**config.mk**
```make
export PLATFORM = sky130hd
export DESIGN_NAME = assert_implication_monitor
export DESIGN_NICKNAME = d
export VERILOG_FILES = /design/src/rtl/assert_implication_monitor.sv
export SDC_FILE = /design/constraint.sdc
export NUM_CORES = 1
export LEC_CHECK = 0
export CAP_MARGIN = 30
export CORE_ASPECT_RATIO = 2
export CORE_UTILIZATION = 53
export CTS_BUF_LIST = sky130_fd_sc_hd__clkbuf_4
export DETAILED_ROUTE_END_ITERATION = 8
export PLACE_DENSITY = 0.8
export SKIP_CTS_REPAIR_TIMING = 1
export SLEW_MARGIN = 20
export SYNTH_ARGS = -nofsm -noshare
export SYNTH_HDL_FRONTEND = slang
export SYNTH_SLANG_ARGS = --single-unit
```
**constraint.sdc**
```tcl
create_clock -name clk_i -period 2.5 [get_ports clk_i]
set_input_delay 0.375 -clock clk_i [delete_from_list [all_inputs] [get_ports clk_i]]
set_output_delay 0.375 -clock clk_i [all_outputs]
set_load 0.02 [all_outputs]
```
**src/rtl/assert_implication_monitor.sv**
```systemverilog
// -----------------------------------------------------------------------------
// assert_implication_monitor
//
// Monitors the property "antecedent |-> ##DELAY consequent" with overlapping
// obligations. Every cycle in which en_i & antecedent_i is sampled launches an
// obligation. That obligation is checked exactly once, DELAY cycles later,
// against consequent_i. Also keeps sticky failure state, saturating pass/fail
// statistics and the cycle number of the first failure.
//
// Parameters
//   DELAY  cycles from antecedent sample to consequent check (1..64)
//   CNT_W  width of the pass/fail statistics counters
//   CYC_W  width of the free-running cycle counter and first_fail_cyc_o
//
// Ports
//   clk_i             clock, posedge
//   rst_i             synchronous active-high reset, highest priority
//   en_i              gates the launch of new obligations only
//   clear_i           synchronous clear of the statistics
//   antecedent_i      property antecedent term
//   consequent_i      property consequent term
//   valid_o           1 = no failure this cycle (combinational)
//   fail_o            failure strobe this cycle (combinational, ~valid_o)
//   pass_o            matured obligation held this cycle (combinational)
//   fail_sticky_o     set on first failure, cleared by rst_i or clear_i
//   fail_count_o      saturating failure count
//   pass_count_o      saturating pass count
//   first_fail_cyc_o  cycle counter value at the first failure
//   pending_o         at least one obligation in flight
// -----------------------------------------------------------------------------
module assert_implication_monitor #(
  parameter int unsigned DELAY = 1,
  parameter int unsigned CNT_W = 8,
  parameter int unsigned CYC_W = 16
) (
  input  logic             clk_i,
  input  logic             rst_i,
  input  logic             en_i,
  input  logic             clear_i,
  input  logic             antecedent_i,
  input  logic             consequent_i,
  output logic             valid_o,
  output logic             fail_o,
  output logic             pass_o,
  output logic             fail_sticky_o,
  output logic [CNT_W-1:0] fail_count_o,
  output logic [CNT_W-1:0] pass_count_o,
  output logic [CYC_W-1:0] first_fail_cyc_o,
  output logic             pending_o
);

  localparam logic [CNT_W-1:0] CNT_MAX = {CNT_W{1'b1}};
  localparam logic [CYC_W-1:0] CYC_MAX = {CYC_W{1'b1}};

  // Obligation pipeline: bit i holds an obligation launched i+1 cycles ago.
  logic [DELAY-1:0] ob_q, ob_d;
  logic [CYC_W-1:0] cyc_q, cyc_d;
  logic [CNT_W-1:0] fail_count_q, fail_count_d;
  logic [CNT_W-1:0] pass_count_q, pass_count_d;
  logic [CYC_W-1:0] first_fail_cyc_q, first_fail_cyc_d;
  logic             fail_sticky_q, fail_sticky_d;

  logic sample_s;
  logic matured_s;
  logic pass_s;
  logic fail_s;

  assign sample_s  = en_i & antecedent_i;
  assign matured_s = ob_q[DELAY-1];
  assign pass_s    = matured_s & consequent_i;
  assign fail_s    = matured_s & ~consequent_i;

  assign valid_o          = ~fail_s;
  assign fail_o           = fail_s;
  assign pass_o           = pass_s;
  assign pending_o        = |ob_q;
  assign fail_sticky_o    = fail_sticky_q;
  assign fail_count_o     = fail_count_q;
  assign pass_count_o     = pass_count_q;
  assign first_fail_cyc_o = first_fail_cyc_q;

  // A one-deep pipeline has no older stages to shift, so it is just the sample.
  generate
    if (DELAY == 1) begin : g_ob_single
      assign ob_d = sample_s;
    end else begin : g_ob_multi
      assign ob_d = {ob_q[DELAY-2:0], sample_s};
    end
  endgenerate

  // Next-state for the cycle counter and the statistics.
  always_comb begin
    cyc_d            = cyc_q;
    fail_count_d     = fail_count_q;
    pass_count_d     = pass_count_q;
    first_fail_cyc_d = first_fail_cyc_q;
    fail_sticky_d    = fail_sticky_q;

    if (cyc_q != CYC_MAX) begin
      cyc_d = cyc_q + CYC_W'(1);
    end else begin
      cyc_d = cyc_q;
    end

    // clear wins over a same-cycle check; the strobes above still show it.
    if (clear_i) begin
      fail_count_d     = '0;
      pass_count_d     = '0;
      first_fail_cyc_d = '0;
      fail_sticky_d    = 1'b0;
    end else begin
      if (fail_s && (fail_count_q != CNT_MAX)) begin
        fail_count_d = fail_count_q + CNT_W'(1);
      end else begin
        fail_count_d = fail_count_q;
      end

      // Only the first failure since reset/clear records its timestamp.
      if (fail_s && !fail_sticky_q) begin
        fail_sticky_d    = 1'b1;
        first_fail_cyc_d = cyc_q;
      end else begin
        fail_sticky_d    = fail_sticky_q;
        first_fail_cyc_d = first_fail_cyc_q;
      end

      if (pass_s && (pass_count_q != CNT_MAX)) begin
        pass_count_d = pass_count_q + CNT_W'(1);
      end else begin
        pass_count_d = pass_count_q;
      end
    end
  end

  // State registers; reset also discards every in-flight obligation.
  always_ff @(posedge clk_i) begin
    if (rst_i) begin
      ob_q             <= '0;
      cyc_q            <= '0;
      fail_count_q     <= '0;
      pass_count_q     <= '0;
      first_fail_cyc_q <= '0;
      fail_sticky_q    <= 1'b0;
    end else begin
      ob_q             <= ob_d;
      cyc_q            <= cyc_d;
      fail_count_q     <= fail_count_d;
      pass_count_q     <= pass_count_d;
      first_fail_cyc_q <= first_fail_cyc_d;
      fail_sticky_q    <= fail_sticky_d;
    end
  end

endmodule

```
== Word-level counts from Yosys, hierarchy flattened ==
Cells that the tools add are included.
Word-level totals
  bits of input ports: 6
  output and inout bits: 37
  register bits after elaboration: 50
Operators by class
  reduce and logical (&&, ||, !) cells: 5
  equality and inequality tests: 3
  add/subtract/negate cells: 3
  bitwise gates (word level): 5
Operators with widths (number)
  16-bit by 1-bit adder with 16-bit output, second input constant: 1
  8-bit by 1-bit adder with 8-bit output, second input constant: 2
  16-bit inequality test, second input constant: 1
  8-bit inequality test, second input constant: 2
  1-bit AND: 3
  1-bit logical AND: 3
  1-bit NOT: 2
  2-bit OR reduction: 1
  1-bit logical NOT: 1

== Depth between registers and ports, before layout ==
Gate-level depths: netlist of the first run.
  word-level depth: 3
  depth in mapped cells: 7
  gate-level depth less buffers: 5

== Worst setup path after synthesis of the first run ==
No wires, ideal clock.
  path type: reg-to-reg
  start: register cyc_q[0]
  end: register cyc_q[1]
  slack: 0.773 ns
  clock period less this slack: 1.727 ns
  stages on the path, launching flop included: 7
  data arrival time: 1.599 ns
  cells stage by stage: dfxtp_1 > ha_1 > nand4_2 > or4_1 > buf_2 > mux2i_1 > nor2_1
On the way
  cells in the longest elaborated chain, start to end: 1
  elaborated cells on any way between the ends: 2
  those cells by class: 1 x add/sub; 1 x eq/ne
RTL lines
  start: declaration: RTL line 57  | logic [CYC_W-1:0] cyc_q, cyc_d;
  start signal: assignment: RTL line 146  | cyc_q <= cyc_d;
  16-bit by 1-bit adder with 16-bit output / 16-bit inequality test (equally long branches): RTL line 100, 99
Several ways; a longest one is shown, not always the timed one.
A chain may end at the register's enable or synchronous reset.

== Final worst setup path of the first run ==
  start: input consequent_i
  end: output fail_o
On the way
  cells in the longest elaborated chain, start to end: 2
RTL lines
  start: declaration: RTL line 41  | input logic consequent_i,
  1-bit NOT: RTL line 71  | assign fail_s = matured_s & ~consequent_i;
  1-bit AND: RTL line 71
  end: declaration: RTL line 43  | output logic fail_o,
Every way passes these cells.

==> flow_metrics.tcl, run 1 <==
set metrics [dict create \
    layout-drive-gt1-share_pct 6.355 \
    p_leak_nw 0.9036 \
    clkLatencyLatePin_ns 0.37 \
    clkTransAtPathRegs_ns 0.13 \
    synth_top_family_by_area "simple AND/OR/NAND/NOR gates" \
    netlist_top_cells_count "50 x dfxtp_1, 45 x nand2_1, 25 x a21oi_1, 25 x nor2_1, 11 x nor3_1" \
    synth_top_cells_by_area "dfxtp_1 46%, nand2_1 7.8%, a21oi_1 5.8%" \
    fin_crit_ns 2.270 \
    synth_most_common_cell "dfxtp_1" \
    clk_path_buf_depth 2 \
    top_usage_layer "met2" \
    ys_warn_count 0 \
    critPathKind "primary input to output port" \
    synth-simple-area-share_pct 28.28 \
    h-tree-depth 2 \
    reg2regPathDepth 5 \
    grt_max_degree 24 \
    critPathRequiredTime_ns 2.12 \
    cts_sinks 50 \
    yosysTopAreaCell "dfxtp_1" \
    num_antenna_cells 0 \
    routabilityCongestion 0.7761 \
    synthArstFlopShare_pct 0 \
    firstDrtPassIters 4 \
    syn_nets 263 \
    critPathTopFamily "buffers and inverters" \
    synth-xor-area-share_pct 3.252 \
    grt_pass1_vias 1816 \
    ys_ff_latch 50 \
    netlist.area_leader.share_pct 46.46 \
    fillers 343 \
    rsz0062_at_grt "no" \
    cts_root_buffer "clkbuf_4" \
    setup_viol 0 \
    max_cap_viol_count 0 \
    cp_cell_sequence "clkdlybuf4s50_1, nand2b_1, inv_1, clkdlybuf4s50_1" \
    synth-seq-area-share_pct 46.46 \
    hpwlAfterDp_mm 3.648 \
    path_max_fanout 6 \
    critPathMaxStageDelay_ns 0.64 \
    rows 32 \
    crit_cells 4 \
    hold_path_depth 2 \
    cp_slowest_cell "clkdlybuf4s50_1" \
    cts_tree "done" \
    start_kind "primary input" \
    synth_compound_area_share_pct 15.33 \
    routedWlPerCell_um 14.20 \
    grtUsageTotal_pct 24.94 \
    synthAdderAreaFrac_pct 1.742 \
    antenna_found_initial 0 \
    crit_path_end_kind "output port" \
    power_density_mw_per_mm2 493.4 \
    vias 2021 \
    finClkSkew_ns 0.008587 \
    io_buffers 42 \
    use_met1_pct 24.59 \
    drt_iter0_drc 38 \
    syn_area_mm2 0.002155 \
    hold_violations 0 \
    syn2layout_area_growth_pct 25.78 \
    die_h_um 92.17 \
    slew_viol_final 0 \
    initial_core_util_pct 55.48 \
    via_per_inst 5.774 \
    grtUsageMet3_pct 4.724 \
    setup-tns-final_ns 0 \
    die_w_um 47.09 \
    status "completed" \
    final_area_mm2 0.002710 \
    max_freq_mhz 440.6 \
    path_buf_inv 3 \
    overflow 0 \
    min_period_over_period_pct 90.79 \
    drt-total-wl_mm 4.970 \
    relSlewSlack_pct 60.17 \
    drc_errors 0 \
    layout.nets 307 \
    cp.arrival_ns 1.89 \
    cpMostUsedCell "clkdlybuf4s50_1" \
    ant_nets 0 \
    synth-edff-count 0 \
    ys_types 39 \
    cts_made_buffers 5 \
    synth_mux_area_share_pct 2.381 \
    ios 43 \
    power_w 0.001337 \
    syn_avg_cell_area_um2 8.483 \
    max_slew.worst_pin.slew_ns 0.5974 \
    postPlaceCellArea_mm2 0.002633 \
    hp-class "flop to flop" \
    synthFlopType "dfxtp_1" \
    grt_pass1_wl_mm 7.948 \
    dieArea_mm2 0.004340 \
    irDropWorstVdd_mv 0.4237 \
    syn_inst 254 \
    met2_usage_pct 45.72 \
    core_area_mm2 0.003884 \
]
## where the power goes
group	internal, W	switching [W]	leakage [nW]
clock	0.000208	0.000258	0.0450
sequential	0.000803	0.00000850	0.403
combinational	0.0000240	0.0000363	0.455
total	0.00103	0.000303	0.904
## cell usage in the layout, fill, tap and decap left out, drive strengths merged, types with 6 or more instances in the layout
cell,netlist,routed
a211oi,7,7
a21oi,25,25
clkdlybuf4s50,0,42
dfxtp,50,50
nand2,45,45
nand3,9,9
nand4,7,7
nor2,25,25
nor3,11,11
o21ai,7,7
xnor2,6,6
## metal layers
metal	vias to the layer above	wire length, um	part of all wire [%]
li1	1007	-	-
met1	934	1943	39
met2	71	2679	54
met3	9	229	4.6
met4	0	118	2.4
met5	-	0	0
## worst paths after layout
check                       start                   end  slack [ns]
min          first_fail_cyc_o[13]  first_fail_cyc_o[13]        0.46
max                  consequent_i                fail_o        0.23
max reg2reg              cyc_q[0]              cyc_q[1]        0.54
min reg2reg  first_fail_cyc_o[13]  first_fail_cyc_o[13]        0.46
## kinds of logic after synthesis
group                    count (synthesis)
buffers and inverters                   14
adder cells (fa/ha/maj)                  3
flip-flops                              50
AO/OA/AOI/OAI                           54
multiplexers                             5
AND/OR/NAND/NOR                        120
XOR/XNOR                                 8
## stage by stage
step	std cells	hold WS (ns)	setup WS, ns	utilization (%)
after global placement	342	0.4403	0.3138	67.78
after detailed placement	342	0.4467	0.2529	67.78
final	350	0.4636	0.2302	69.78
after CTS	350	0.4654	0.2343	69.78
after floorplan	254	0.4574	0.7729	-
after global routing	350	0.4876	0.1611	69.78
## tightest hold or removal path: stages, from the launching register on
cell	delay [ns]
dfxtp_1	0.33
nand2_1	0.05
a21oi_1	0.05
## sequential cells by signal, summed over array words and instances (netlist names)
name	flops
pass_count_o	8
fail_count_o	8
cyc_q	16
fail_sticky_o	1
pending_o	1
first_fail_cyc_o	16
## final cells by class
type                    count  area [um^2]  area share (%)
multi-input cells         190         1099           40.54
repair buffers             46        450.4           16.62
flip-flops and latches     50         1001           36.93
clock buffers               5        37.54           1.385
inverters                   5        18.77          0.6925
well taps                  51        63.81           2.355
clock inverters             3        40.04           1.477
Note: power is estimated with default switching activity, not from simulation.
==> run 2: changes to the inputs <==
GPL_TIMING_DRIVEN = 0   (was default)
==> run 2 against run 1 <==
  * Cell count grew 1.4%
  * Critical path depth is the same
  * Via count grew 0.40%
  * Maximum frequency grew 1.4%
  * Largest power group unchanged
==> flow_metrics.tcl, run 2 (synthesized netlist as in run 1, its figures left out) <==
set metrics [dict create \
    firstDrtPassIters 5 \
    finClkSkew_ns 0.007957 \
    max_freq_mhz 446.9 \
    io_buffers 42 \
    dieArea_mm2 0.004340 \
    setup-tns-final_ns 0 \
    cp.arrival_ns 1.86 \
    power_density_mw_per_mm2 456.4 \
    ant_nets 0 \
    grtUsageTotal_pct 23.97 \
    ios 43 \
    grt_pass1_wl_mm 7.596 \
    final_common_cell "dfxtp_1" \
    fin_crit_ns 2.238 \
    start_kind "primary input" \
    overflow 0 \
    critPathRequiredTime_ns 2.12 \
    grt_pass1_vias 1775 \
    slew_viol_final 0 \
    whs_ns 0.4618 \
    path_buf_inv 3 \
    top_usage_layer "met2" \
    final_area_mm2 0.002693 \
    rsz0062_at_grt "no" \
    routabilityCongestion 0.8039 \
    syn2layout_area_growth_pct 24.97 \
    h-tree-depth 2 \
    hpwlAfterDp_mm 3.824 \
    path_max_fanout 6 \
    power_w 0.001229 \
    cts_tree "done" \
    p_leak_nw 0.8846 \
    min_period_over_period_pct 89.50 \
    grtUsageMet3_pct 4.921 \
    critPathMaxStageDelay_ns 0.62 \
    setup_viol 0 \
    rows 32 \
    layout-drive-gt1-share_pct 5.263 \
    drc_errors 0 \
    die_h_um 92.17 \
    drt_iter0_drc 37 \
    irDropWorstVdd_mv 0.3726 \
    layout.nets 312 \
    hold_violations 0 \
    die_w_um 47.09 \
    max_slew.worst_pin.slew_ns 0.5421 \
    crit_path_end_kind "output port" \
    clkLatencyLatePin_ns 0.36 \
    drt-total-wl_mm 4.869 \
    via_per_inst 5.715 \
    cts_sinks 50 \
    fin_util_pct 69.33 \
    grt_max_degree 15 \
    cts_root_buffer "clkbuf_4" \
    cts_made_buffers 5 \
    hp-class "flop to flop" \
    num_antenna_cells 0 \
    core_area_mm2 0.003884 \
    vias 2029 \
    clkTransAtPathRegs_ns 0.12 \
    routedWlPerCell_um 13.72 \
    cp_cell_sequence "clkdlybuf4s50_1, nand2b_1, inv_1, clkdlybuf4s50_1" \
    layout_common_cells "50 x dfxtp_1, 45 x nand2_1, 42 x clkdlybuf4s50_1, 25 x nor2_1, 25 x a21oi_1" \
    initial_core_util_pct 55.48 \
    use_met1_pct 22.60 \
    antenna_found_initial 0 \
    relSlewSlack_pct 63.73 \
    status "completed" \
    postPlaceCellArea_mm2 0.002639 \
    max_cap_viol_count 0 \
    cp_slowest_cell "clkdlybuf4s50_1" \
    cpMostUsedCell "clkdlybuf4s50_1" \
    clk_path_buf_depth 2 \
    met2_usage_pct 44.56 \
    critPathTopFamily "buffers and inverters" \
    critPathKind "primary input to output port" \
]
[run 2: worst paths after layout]
path | start | to | cells after the start | slack, ns
worst min register to register | first_fail_cyc_o[9] | first_fail_cyc_o[9] | 2 | 0.46
worst max register to register | cyc_q[0] | cyc_q[7] | 5 | 0.54
worst min-delay path | first_fail_cyc_o[9] | first_fail_cyc_o[9] | 2 | 0.46
worst max-delay path | consequent_i | fail_o | 4 | 0.26
[run 2: metrics by stage]
step,worst slack [ns],cells
after floorplan,0.7729,254
after global placement,0.2541,347
after detailed placement,0.2597,347
after CTS,0.2605,355
after global routing,0.1860,355
final,0.2624,355
[run 2: tightest hold or removal path, delay by kind of cell (launching register included)]
kind             cells  cell delay, ns
AO/OA/AOI/OAI        1            0.05
flip-flops           1            0.33
AND/OR/NAND/NOR      1            0.05
[run 2: report_power, final]
part           internal, W  switching [W]  total [W]  leakage, nW
Sequential        0.000802     0.00000848   0.000811        0.403
Clock             0.000117       0.000240   0.000357       0.0331
Combinational    0.0000237      0.0000372  0.0000609        0.448
[run 2: layer usage]
| metal | vias up | wire, um |
|---|---|---|
| met2 | 59 | 2760 |
| met4 | 0 | 123 |
| met5 | - | 0 |
| li1 | 1015 | - |
| met3 | 10 | 203 |
| met1 | 945 | 1782 |
[run 2: final cells by class]
cell class                      instances  area [um^2]
Clock inverter                          2        8.758
Multi-Input combinational cell        190         1099
Fill cell                             350         1191
Clock buffer                            6        45.04
Tap cell                               51        63.81
Buffer                                  9        36.28
Sequential cell                        50         1001
Timing Repair Buffer                   42        420.4
Inverter                                5        18.77
